**src/rtl/alu_pkg.sv**
```systemverilog
// ---------------------------------------------------------------------------
// alu_pkg
// Purpose: shared constants for the handshaked EX-stage ALU.
//   - 4-bit opcodes. The 3-bit codes of the older 16-bit ALU are kept
//     unchanged and zero-extended.
//   - State encoding for the sequencer in alu_seq.
// Ports: none (package).
// ---------------------------------------------------------------------------
package alu_pkg;

    localparam logic [3:0] OP_AND  = 4'b0000;
    localparam logic [3:0] OP_OR   = 4'b0001;
    localparam logic [3:0] OP_ADD  = 4'b0010;
    localparam logic [3:0] OP_XOR  = 4'b0011;
    localparam logic [3:0] OP_NOR  = 4'b0100;
    localparam logic [3:0] OP_SLL  = 4'b0101;
    localparam logic [3:0] OP_SUB  = 4'b0110;
    localparam logic [3:0] OP_SLTU = 4'b0111;
    localparam logic [3:0] OP_SLT  = 4'b1000;
    localparam logic [3:0] OP_SRL  = 4'b1001;
    localparam logic [3:0] OP_SRA  = 4'b1010;
    localparam logic [3:0] OP_MUL  = 4'b1011;

    localparam logic [1:0] ST_IDLE = 2'd0;
    localparam logic [1:0] ST_MUL  = 2'd1;
    localparam logic [1:0] ST_DONE = 2'd2;

endpackage

```
**src/rtl/alu_seq_if.sv**
```systemverilog
// ---------------------------------------------------------------------------
// alu_seq_if
// Purpose: bundles the operand-side and result-side handshakes of alu_seq.
// Signals:
//   in_valid/in_ready      operand handshake
//   input1, input2         operands (input2 also carries the shift amount)
//   ALUControl             4-bit opcode
//   out_valid/out_ready    result handshake
//   result, zero, carry, overflow, err   result and status flags
// Modports:
//   master  the producer/consumer driving operations into the ALU
//   slave   the ALU itself
// ---------------------------------------------------------------------------
interface alu_seq_if #(
    parameter int WIDTH = 16
);
    logic             in_valid;
    logic             in_ready;
    logic [WIDTH-1:0] input1;
    logic [WIDTH-1:0] input2;
    logic [3:0]       ALUControl;
    logic             out_valid;
    logic             out_ready;
    logic [WIDTH-1:0] result;
    logic             zero;
    logic             carry;
    logic             overflow;
    logic             err;

    modport master (
        output in_valid, input1, input2, ALUControl, out_ready,
        input  in_ready, out_valid, result, zero, carry, overflow, err
    );

    modport slave (
        input  in_valid, input1, input2, ALUControl, out_ready,
        output in_ready, out_valid, result, zero, carry, overflow, err
    );
endinterface

```
**src/rtl/alu_mul_seq.sv**
```systemverilog
// ---------------------------------------------------------------------------
// alu_mul_seq
// Purpose: radix-2 shift-add multiplier returning the low WIDTH bits of the
//          unsigned product. Takes exactly WIDTH iteration cycles.
// Ports:
//   clock    rising-edge clock
//   reset_n  synchronous active-low reset; aborts any multiply in flight
//   start    load a/b and begin (ignored while busy)
//   a, b     multiplicand, multiplier
//   busy     iterations in progress
//   done     high during the final iteration cycle; product is valid then
//   product  accumulator value including the final iteration's add
// ---------------------------------------------------------------------------
module alu_mul_seq #(
    parameter int WIDTH = 16
) (
    input  logic             clock,
    input  logic             reset_n,
    input  logic             start,
    input  logic [WIDTH-1:0] a,
    input  logic [WIDTH-1:0] b,
    output logic             busy,
    output logic             done,
    output logic [WIDTH-1:0] product
);
    localparam int CNT_W = $clog2(WIDTH);

    logic [WIDTH-1:0] mcand_reg;
    logic [WIDTH-1:0] mplier_reg;
    logic [WIDTH-1:0] acc_reg;
    logic [WIDTH-1:0] acc_next;
    logic [CNT_W-1:0] cnt_reg;
    logic             busy_reg;

    // Partial products above bit WIDTH-1 are shifted out of mcand_reg,
    // which is exactly the modulo-2^WIDTH truncation wanted.
    assign acc_next = acc_reg + (mplier_reg[0] ? mcand_reg : '0);
    assign done     = busy_reg && (cnt_reg == CNT_W'(WIDTH - 1));
    assign product  = acc_next;
    assign busy     = busy_reg;

    always_ff @(posedge clock) begin
        if (!reset_n) begin
            busy_reg   <= 1'b0;
            cnt_reg    <= '0;
            acc_reg    <= '0;
            mcand_reg  <= '0;
            mplier_reg <= '0;
        end else if (start && !busy_reg) begin
            busy_reg   <= 1'b1;
            cnt_reg    <= '0;
            acc_reg    <= '0;
            mcand_reg  <= a;
            mplier_reg <= b;
        end else if (busy_reg) begin
            acc_reg    <= acc_next;
            mcand_reg  <= mcand_reg << 1;
            mplier_reg <= mplier_reg >> 1;
            cnt_reg    <= cnt_reg + 1'b1;
            if (done) begin
                busy_reg <= 1'b0;
            end
        end
    end
endmodule

```
**src/rtl/alu_seq.sv**
```systemverilog
// ---------------------------------------------------------------------------
// alu_seq
// Purpose: handshaked EX-stage ALU. Single-cycle logic/arith/shift/compare
//          ops plus a WIDTH-cycle shift-add multiply. Each result is held
//          under backpressure until the consumer takes it.
// Ports:
//   clock    rising-edge clock
//   reset_n  synchronous active-low reset (overrides everything)
//   bus      alu_seq_if.slave: in_valid/in_ready, input1, input2,
//            ALUControl, out_valid/out_ready, result, zero, carry,
//            overflow, err
// ---------------------------------------------------------------------------
module alu_seq
    import alu_pkg::*;
#(
    parameter int WIDTH   = 16,
    parameter int SHAMT_W = $clog2(WIDTH)
) (
    input  logic       clock,
    input  logic       reset_n,
    alu_seq_if.slave   bus
);
    logic [1:0]       state_reg;
    logic [WIDTH-1:0] result_reg;
    logic             zero_reg;
    logic             carry_reg;
    logic             overflow_reg;
    logic             err_reg;

    logic             accept;
    logic             mul_start;
    logic             mul_busy;
    logic             mul_done;
    logic [WIDTH-1:0] mul_product;

    logic [WIDTH-1:0] alu_res;
    logic             alu_carry;
    logic             alu_ovf;
    logic             alu_err;
    logic [WIDTH:0]   sum;
    logic [WIDTH-1:0] diff;
    logic [SHAMT_W-1:0] shamt;

    // in_ready is also gated by reset_n so it reads 0 during every reset cycle.
    assign bus.in_ready  = (state_reg == ST_IDLE) && reset_n;
    assign bus.out_valid = (state_reg == ST_DONE);
    assign bus.result    = result_reg;
    assign bus.zero      = zero_reg;
    assign bus.carry     = carry_reg;
    assign bus.overflow  = overflow_reg;
    assign bus.err       = err_reg;

    assign accept    = bus.in_valid && bus.in_ready;
    assign mul_start = accept && (bus.ALUControl == OP_MUL);

    assign sum   = {1'b0, bus.input1} + {1'b0, bus.input2};
    assign diff  = bus.input1 - bus.input2;
    assign shamt = bus.input2[SHAMT_W-1:0];

    // Single-cycle datapath, evaluated on the operands presented at accept.
    always_comb begin
        alu_res   = '0;
        alu_carry = 1'b0;
        alu_ovf   = 1'b0;
        alu_err   = 1'b0;
        case (bus.ALUControl)
            OP_AND:  alu_res = bus.input1 & bus.input2;
            OP_OR:   alu_res = bus.input1 | bus.input2;
            OP_XOR:  alu_res = bus.input1 ^ bus.input2;
            OP_NOR:  alu_res = ~(bus.input1 | bus.input2);
            OP_ADD: begin
                alu_res   = sum[WIDTH-1:0];
                alu_carry = sum[WIDTH];
                alu_ovf   = (bus.input1[WIDTH-1] == bus.input2[WIDTH-1]) &&
                            (sum[WIDTH-1] != bus.input1[WIDTH-1]);
            end
            OP_SUB: begin
                alu_res   = diff;
                alu_carry = (bus.input1 < bus.input2);
                alu_ovf   = (bus.input1[WIDTH-1] != bus.input2[WIDTH-1]) &&
                            (diff[WIDTH-1] != bus.input1[WIDTH-1]);
            end
            OP_SLTU: alu_res = {{(WIDTH-1){1'b0}}, (bus.input1 < bus.input2)};
            OP_SLT:  alu_res = {{(WIDTH-1){1'b0}},
                                ($signed(bus.input1) < $signed(bus.input2))};
            OP_SLL:  alu_res = bus.input1 << shamt;
            OP_SRL:  alu_res = bus.input1 >> shamt;
            OP_SRA:  alu_res = $unsigned($signed(bus.input1) >>> shamt);
            OP_MUL:  alu_res = '0;      // produced by alu_mul_seq
            default: alu_err = 1'b1;
        endcase
    end

    alu_mul_seq #(.WIDTH(WIDTH)) u_mul (
        .clock   (clock),
        .reset_n (reset_n),
        .start   (mul_start),
        .a       (bus.input1),
        .b       (bus.input2),
        .busy    (mul_busy),
        .done    (mul_done),
        .product (mul_product)
    );

    always_ff @(posedge clock) begin
        if (!reset_n) begin
            state_reg    <= ST_IDLE;
            result_reg   <= '0;
            zero_reg     <= 1'b0;
            carry_reg    <= 1'b0;
            overflow_reg <= 1'b0;
            err_reg      <= 1'b0;
        end else begin
            case (state_reg)
                ST_IDLE: begin
                    if (accept) begin
                        if (bus.ALUControl == OP_MUL) begin
                            state_reg <= ST_MUL;
                        end else begin
                            result_reg   <= alu_res;
                            zero_reg     <= (alu_res == '0);
                            carry_reg    <= alu_carry;
                            overflow_reg <= alu_ovf;
                            err_reg      <= alu_err;
                            state_reg    <= ST_DONE;
                        end
                    end
                end
                ST_MUL: begin
                    if (mul_done) begin
                        result_reg   <= mul_product;
                        zero_reg     <= (mul_product == '0);
                        carry_reg    <= 1'b0;
                        overflow_reg <= 1'b0;
                        err_reg      <= 1'b0;
                        state_reg    <= ST_DONE;
                    end else if (!mul_busy) begin
                        // Multiplier idle without finishing: never expected,
                        // recover rather than hang.
                        state_reg <= ST_IDLE;
                    end
                end
                ST_DONE: begin
                    if (bus.out_ready) begin
                        state_reg <= ST_IDLE;
                    end
                end
                default: state_reg <= ST_IDLE;
            endcase
        end
    end
endmodule
```
**src/flat_wrapper.sv**
```systemverilog
// flat-port wrapper written by rule: the top's interface ports become plain ports
module alu_seq_flat import alu_pkg::*;
#(
    parameter int WIDTH   = 16,
    parameter int SHAMT_W = $clog2(WIDTH)
)
  (clock, reset_n, bus_in_valid, bus_input1, bus_input2, bus_ALUControl, bus_out_ready, bus_in_ready, bus_out_valid, bus_result, bus_zero, bus_carry, bus_overflow, bus_err);
  alu_seq_if #(.WIDTH(WIDTH)) bus_i ();
  input  logic clock;
  input  logic reset_n;
  input wire logic [$bits(bus_i.in_valid)-1:0] bus_in_valid;
  input wire logic [$bits(bus_i.input1)-1:0] bus_input1;
  input wire logic [$bits(bus_i.input2)-1:0] bus_input2;
  input wire logic [$bits(bus_i.ALUControl)-1:0] bus_ALUControl;
  input wire logic [$bits(bus_i.out_ready)-1:0] bus_out_ready;
  output wire logic [$bits(bus_i.in_ready)-1:0] bus_in_ready;
  output wire logic [$bits(bus_i.out_valid)-1:0] bus_out_valid;
  output wire logic [$bits(bus_i.result)-1:0] bus_result;
  output wire logic [$bits(bus_i.zero)-1:0] bus_zero;
  output wire logic [$bits(bus_i.carry)-1:0] bus_carry;
  output wire logic [$bits(bus_i.overflow)-1:0] bus_overflow;
  output wire logic [$bits(bus_i.err)-1:0] bus_err;
  assign bus_i.in_valid = bus_in_valid;
  assign bus_i.input1 = bus_input1;
  assign bus_i.input2 = bus_input2;
  assign bus_i.ALUControl = bus_ALUControl;
  assign bus_i.out_ready = bus_out_ready;
  assign bus_in_ready = bus_i.in_ready;
  assign bus_out_valid = bus_i.out_valid;
  assign bus_result = bus_i.result;
  assign bus_zero = bus_i.zero;
  assign bus_carry = bus_i.carry;
  assign bus_overflow = bus_i.overflow;
  assign bus_err = bus_i.err;
  alu_seq #(.WIDTH(WIDTH), .SHAMT_W(SHAMT_W)) u_core (.clock(clock), .reset_n(reset_n), .bus(bus_i));
endmodule
```
**config.mk**
```make
export PLATFORM = sky130hd
export DESIGN_NAME = alu_seq_flat
export DESIGN_NICKNAME = d
export VERILOG_FILES = /design/src/rtl/alu_pkg.sv /design/src/rtl/alu_seq_if.sv /design/src/rtl/alu_mul_seq.sv /design/src/rtl/alu_seq.sv /design/src/flat_wrapper.sv
export SDC_FILE = /design/constraint.sdc
export NUM_CORES = 1
export LEC_CHECK = 0
export ABC_CLOCK_PERIOD_IN_PS = 5900
export CAP_MARGIN = 30
export CORE_ASPECT_RATIO = 1.4
export CORE_MARGIN = 1
export CORE_UTILIZATION = 35
export DETAILED_ROUTE_END_ITERATION = 16
export PLACE_DENSITY = 0.51
export SLEW_MARGIN = 20
export SYNTH_ARGS = -nofsm -noshare
export SYNTH_HDL_FRONTEND = slang
export SYNTH_SLANG_ARGS = --single-unit
export TNS_END_PERCENT = 10
```
**constraint.sdc**
```tcl
create_clock -name clock -period 5.9 [get_ports clock]
set_input_delay 1.18 -clock clock [delete_from_list [all_inputs] [get_ports clock]]
set_output_delay 1.18 -clock clock [all_outputs]
set_load 0.005 [all_outputs]
```
[Yosys cells after proc, flatten, opt, wreduce, memory -nomap -nowiden]
Cells that the tools add are included.
Cells by class
  add/sub/neg operators: 4
  order comparisons: 2
  eq/ne operators: 23
  shift-type cells: 3
  multiplexer cells: 36
  bitwise logic cells: 5
  reductions and logical operators: 18
Operator list (number)
  $pmux 16 s11: 1
  $mux 16: 8
  $logic_not 16->1: 2
  $lt 16x16->1: 2
  $pmux 16 s2: 1
  $eq 4x4->1 const B: 5
  $add 16x16->17: 1
  $add 16x16->16: 1
  $and 16x16->16: 1
  $eq 4x3->1 const B: 4
  $not 16->16: 1
  $or 16x16->16: 1
  $shl 16x4->16: 1
  $shr 16x4->16: 1
  $sshr 16x4->16: 1
  $sub 16x16->16: 1
  $xor 16x16->16: 1
  $mux 1: 14
  $pmux 1 s2: 6
  $reduce_or 11->1: 1
  $mux 2: 5
  $eq 4x2->1 const B: 2
  $logic_and 1x1->1: 7
  $pmux 2 s3: 1
  other kinds (17): 22
Word-level totals
  flip-flop bits (word level): 75
  bits of input ports: 40
  output and inout bits: 22
  word-level logic and storage cells: 102

[Logic depth before layout (Yosys ltp)]
  depth after elaboration: 7
  mapped depth: 15
  mapped depth without buffers: 14

[By module]
A second synthesis with hierarchy kept.
Unflattened totals
  cells, all modules: 1164
  area, all modules: 8918.6 um2
By module, submodules not included
  alu_seq: instances 1, cells each 781, area each 5683.0 um2, sequential area each 440.4 um2
  alu_mul_seq: instances 1, cells each 383, area each 3235.6 um2, sequential area each 1061.0 um2

[Least setup slack after synthesis]
No wires, ideal clock.
  path type: input -> register
  start point: in bus_input2[1]
  end point: reg u_core.zero_reg, in the netlist u_core.bus.zero
  library setup time: 73 ps
  arrival time: 4816 ps
  data required time: 5827 ps
  setup slack: 1011 ps
  stages: 15
  path buffers: 3
  path through: buf_2 > inv_2 > buf_2 > buf_1 > fa_1 > nand2b_1 > a211oi_1 > o21ai_0 > a2111oi_0 > o31ai_1 > a211oi_2 > nand4_1 > or4_1 > or4_1 > o211ai_2
On the way
  longest elaborated chain between the ends: 7
  elaborated cells on any way between the ends: 16
  those cells by class: 2 x add/sub; 2 x order compare; 3 x shift; 4 x mux; 4 x bitwise; 1 x reduce/logical
RTL lines
  start: declaration: RTL line flat_wrapper.sv:13  | input wire logic [$bits(bus_i.input2)-1:0] bus_input2;
  branches (longest 2 deep; another with $sub 16x16->16)
  $pmux 16 s11 (*): RTL line alu_seq.sv:66  | case (bus.ALUControl)
  $logic_not 16->1 (*): RTL line alu_seq.sv:121  | zero_reg <= (alu_res == '0);
  $mux 1 (*): RTL line alu_seq.sv:117  | if (bus.ALUControl == OP_MUL) begin
  $mux 1 (*): RTL line alu_seq.sv:116  | if (accept) begin
  $pmux 1 s2 (*): RTL line alu_seq.sv:114  | case (state_reg)
  end signal: assignment: RTL line alu_seq.sv:121
  end signal: assignment: RTL line alu_seq.sv:132  | zero_reg <= (mul_product == '0);
  end: declaration: RTL line alu_seq.sv:25  | logic zero_reg;
Mark *: on every way between the ends. The select of a mux whose other input is x is not followed.
A chain may end at the register's enable or synchronous reset.

[Worst setup path in the final report]
  start point: in bus_input1[0]
  end point: reg u_core.zero_reg, in the netlist u_core.bus.zero
On the way
  longest elaborated chain between the ends: 7
  elaborated cells on any way between the ends: 16
  those cells by class: 2 x add/sub; 2 x order compare; 3 x shift; 4 x mux; 4 x bitwise; 1 x reduce/logical
RTL lines
  start: declaration: RTL line flat_wrapper.sv:12  | input wire logic [$bits(bus_i.input1)-1:0] bus_input1;
  branches (longest 2 deep; another with $sub 16x16->16)
  $pmux 16 s11 (*): RTL line alu_seq.sv:66
  $logic_not 16->1 (*): RTL line alu_seq.sv:121
  $mux 1 (*): RTL line alu_seq.sv:117
  $mux 1 (*): RTL line alu_seq.sv:116
  $pmux 1 s2 (*): RTL line alu_seq.sv:114
Marks and branches as above.

==> metrics <==
Num CTS Buffers=9; Hold Startpoint=u_core.u_mul.mplier_reg[15]; Power, Total=0.00168 W; WL per Instance=24.3 um; routed metal-1 wirelength=13.6 mm; RSZ-0062 raised after global routing=no; Post-Syn Area=about 8400 um^2; Initial Utilization=between 30% and 40%; worst min path class=reg -> reg; Setup crit end kind=register; DR DRC count=0; routed length on met2=between 15 and 20 mm; metal3 WL=around 1.7 mm; Post-DRT Antenna Nets=0; crit-path cells=clkdlybuf4s50_1, inv_1, ha_1, inv_1, fa_1, nand2b_1, a211oi_1, o21ai_0, a2111oi_0, o31ai_1, a211oi_2, nand4_1, or4_1, or4_1, o211ai_2; post_cts resized=0; post-synthesis compound-gate area fraction=between 20% and 30%; global-route wire length before repair=52.4 mm; Avg Inst Size Synth=7.83 um^2; Final GP Congestion=0.957; Core Box Area=23400 um^2; actual slew at the worst max-slew pin=approximately 870 ps; end of the worst hold path=u_core.u_mul.mplier_reg[14]; Synth warnings=0; adder-cell area share of the yosys netlist=about 11%; reg-to-reg slack, setup=1920 ps; most frequent cells in the layout=nor2_1 (103), nand2_1 (93), dfxtp_1 (75); pre-CTS WS=about 500 ps; Worst Path Max Fanout=6; via count=8794; row count=66; Power Dens Cells=between 150 and 200 nW/um^2; initial antenna violation count=1; Final Slew Violations=0; post-synthesis xor/xnor area fraction=under 10%; Chip Height=185 um; max layer used=met5; nets@finish=about 1200; postcts setup bufs=0; mux cell area share after synthesis=11.4%; CTS clk-pin slew, worst paths=70 ps; crit start category=input port; Req. time, crit path=slightly above 6000 ps; CP arrival=5430 ps; largest net degree at the start of global routing=59; WS Path Type=in -> reg; min Tclk post-route=between 5000 and 6000 ps; post-synthesis cell type count=82; H-tree Lvls=3; reg-to-reg endpoint=u_core.bus.zero; Pre-Repair DR Iteration Count=5; vias in the first global route=between 8000 and 9000; Static Leak=slightly above 4 nW; Hold Fails Final Rpt=0; largest family of logic cells by synthesized area=compound AO/OA/AOI/OAI gates; filler instances=2442; Post-synth ARST share=0%; commonest non-fill, non-tap cell in the layout=nor2_1; post-route setup slack=approximately 740 ps; # port buffers=between 60 and 70; skew final=about 12 ps; Max clock buf depth=2; Slew headroom=between 40% and 50%; total track usage=28.7%; ANT cells=0; Max Cap Viol=0; Synth-to-Final Area Change=16.6%; share of cells above drive strength 1=11.3%; Vias per Instance=6.15; TritonCTS Sinks=between 70 and 80; hold buffer count at cts=0; clock latency on the worst-skew pair=between 300 and 400 ps; FF-to-FF path depth=12; Synth Net Count=1183; Critical-path top delay cell=a211oi_1; status=complete, no violations; Peak VDD IR=around 0.00012 V; hold depth=1; final setup vio count=0; Max Clk Rate=194 MHz; DR iter-0 viols=between 700 and 800; I/O pins=62; Period Utilization, post-route=between 80% and 90%; setup_tns=0 ps; CTS tree=done; register bit total from synthesis=75; Post-synth EDFFs=0; Synth Area in Simple Gates=21.7%; Die W=~130 um; R2R Path Start=u_core.u_mul.mplier_reg[0]; post-synthesis cell count=1071; final wirelength=about 35 mm; root buf cell=clkbuf_16; hpwl dp=roughly 28 mm; register area share after synthesis=17.9%; total grt overflow=0; die area=24600 um^2; main flop type after synthesis=dfxtp_1; slowest cell delay on critical path=approximately 660 ps
==> final cells by class <==
cell class                      instances  area [um^2]  share of cell area, %
Clock buffer                           10          239                   2.44
Sequential cell                        75         1500                   15.4
Tap cell                              306          383                   3.92
Multi-Input combinational cell        857         6340                   64.8
Clock inverter                          6         65.1                  0.665
Inverter                               59          221                   2.26
Timing Repair Buffer                  117         1030                   10.5
==> how the worst max path moves through the flow <==
stage,start,end,slack (ps),cells after the start
after CTS,bus_input1[0],u_core.bus.zero,850,15
after global routing,bus_input1[0],u_core.bus.zero,620,15
after floorplan,bus_input2[1],u_core.bus.zero,1010,15
after global placement,bus_input1[0],u_core.bus.zero,530,15
final,bus_input1[0],u_core.bus.zero,740,15
after detailed placement,bus_input1[0],u_core.bus.zero,500,15
==> cell families (layout without fill, tap and decap cells) <==
logic type               after synthesis  count (layout)
AND/OR/NAND/NOR                      362             362
flip-flops                            75              75
XOR/XNOR                              22              22
AO/OA/AOI/OAI                        331             331
multiplexers                          70              70
adder cells (fa/ha/maj)               72              72
buffers and inverters                139             192
==> cells in the mapped netlist (all sizes together) (8+ instances only) <==
| cell | count | area, um^2 |
|---|---|---|
| or4 | 9 | 67.6 |
| nor2 | 103 | 387 |
| or3 | 11 | 68.8 |
| buf | 24 | 128 |
| a22oi | 10 | 75.1 |
| a31oi | 11 | 68.8 |
| dfxtp | 75 | 1500 |
| mux2i | 41 | 410 |
| clkbuf | 56 | 210 |
| xnor2 | 16 | 140 |
| nand2b | 16 | 100 |
| nor2b | 32 | 200 |
| mux4 | 19 | 428 |
| nor3 | 18 | 105 |
| a21o | 8 | 60.1 |
| ha | 69 | 863 |
| o22ai | 12 | 75.1 |
| o21ai | 42 | 210 |
| o211ai | 39 | 298 |
| inv | 59 | 221 |
| and2 | 23 | 144 |
| a222oi | 10 | 100 |
| o211a | 31 | 310 |
| nand2 | 93 | 349 |
| o31ai | 8 | 60.1 |
| a221oi | 12 | 105 |
| a21oi | 60 | 300 |
| mux2 | 10 | 116 |
| nand3 | 17 | 85.1 |
| a211oi | 22 | 170 |
==> critical path, delay by kind of cell <==
kind	cells	cell delay, ps
AND/OR/NAND/NOR	4	1060
adder cells (fa/ha/maj)	2	420
buffers and inverters	3	770
AO/OA/AOI/OAI	6	1980
==> power breakdown <==
group	switching, W	internal [W]	total (W)
clock	0.000236	0.000339	0.000575
combinational	0.000343	0.000229	0.000571
sequential	0.0000108	0.000520	0.000531
total	0.000589	0.00109	0.00168
==> layer usage <==
metal / GRT usage, % / vias up
met3: 3.56 / 107
met1: 32.2 / 4230
li1: - / 4089
met2: 50.6 / 366
met4: 19.8 / 2
met5: 0 / -
==> stage by stage <==
step / area, um^2 / instances / hold WS (ps) / util [%]
2_1_floorplan: 8390 / 1071 / 454 / -
3_3_place_gp: 9450 / 1411 / 468 / 40.4
3_5_place_dp: 9480 / 1414 / 468 / 40.5
4_1_cts: 9780 / 1430 / 478 / 41.8
5_1_grt: 9780 / 1430 / 497 / 41.8
6_report: 9780 / 1430 / 471 / 41.8
(Power assumes the default switching activity.)
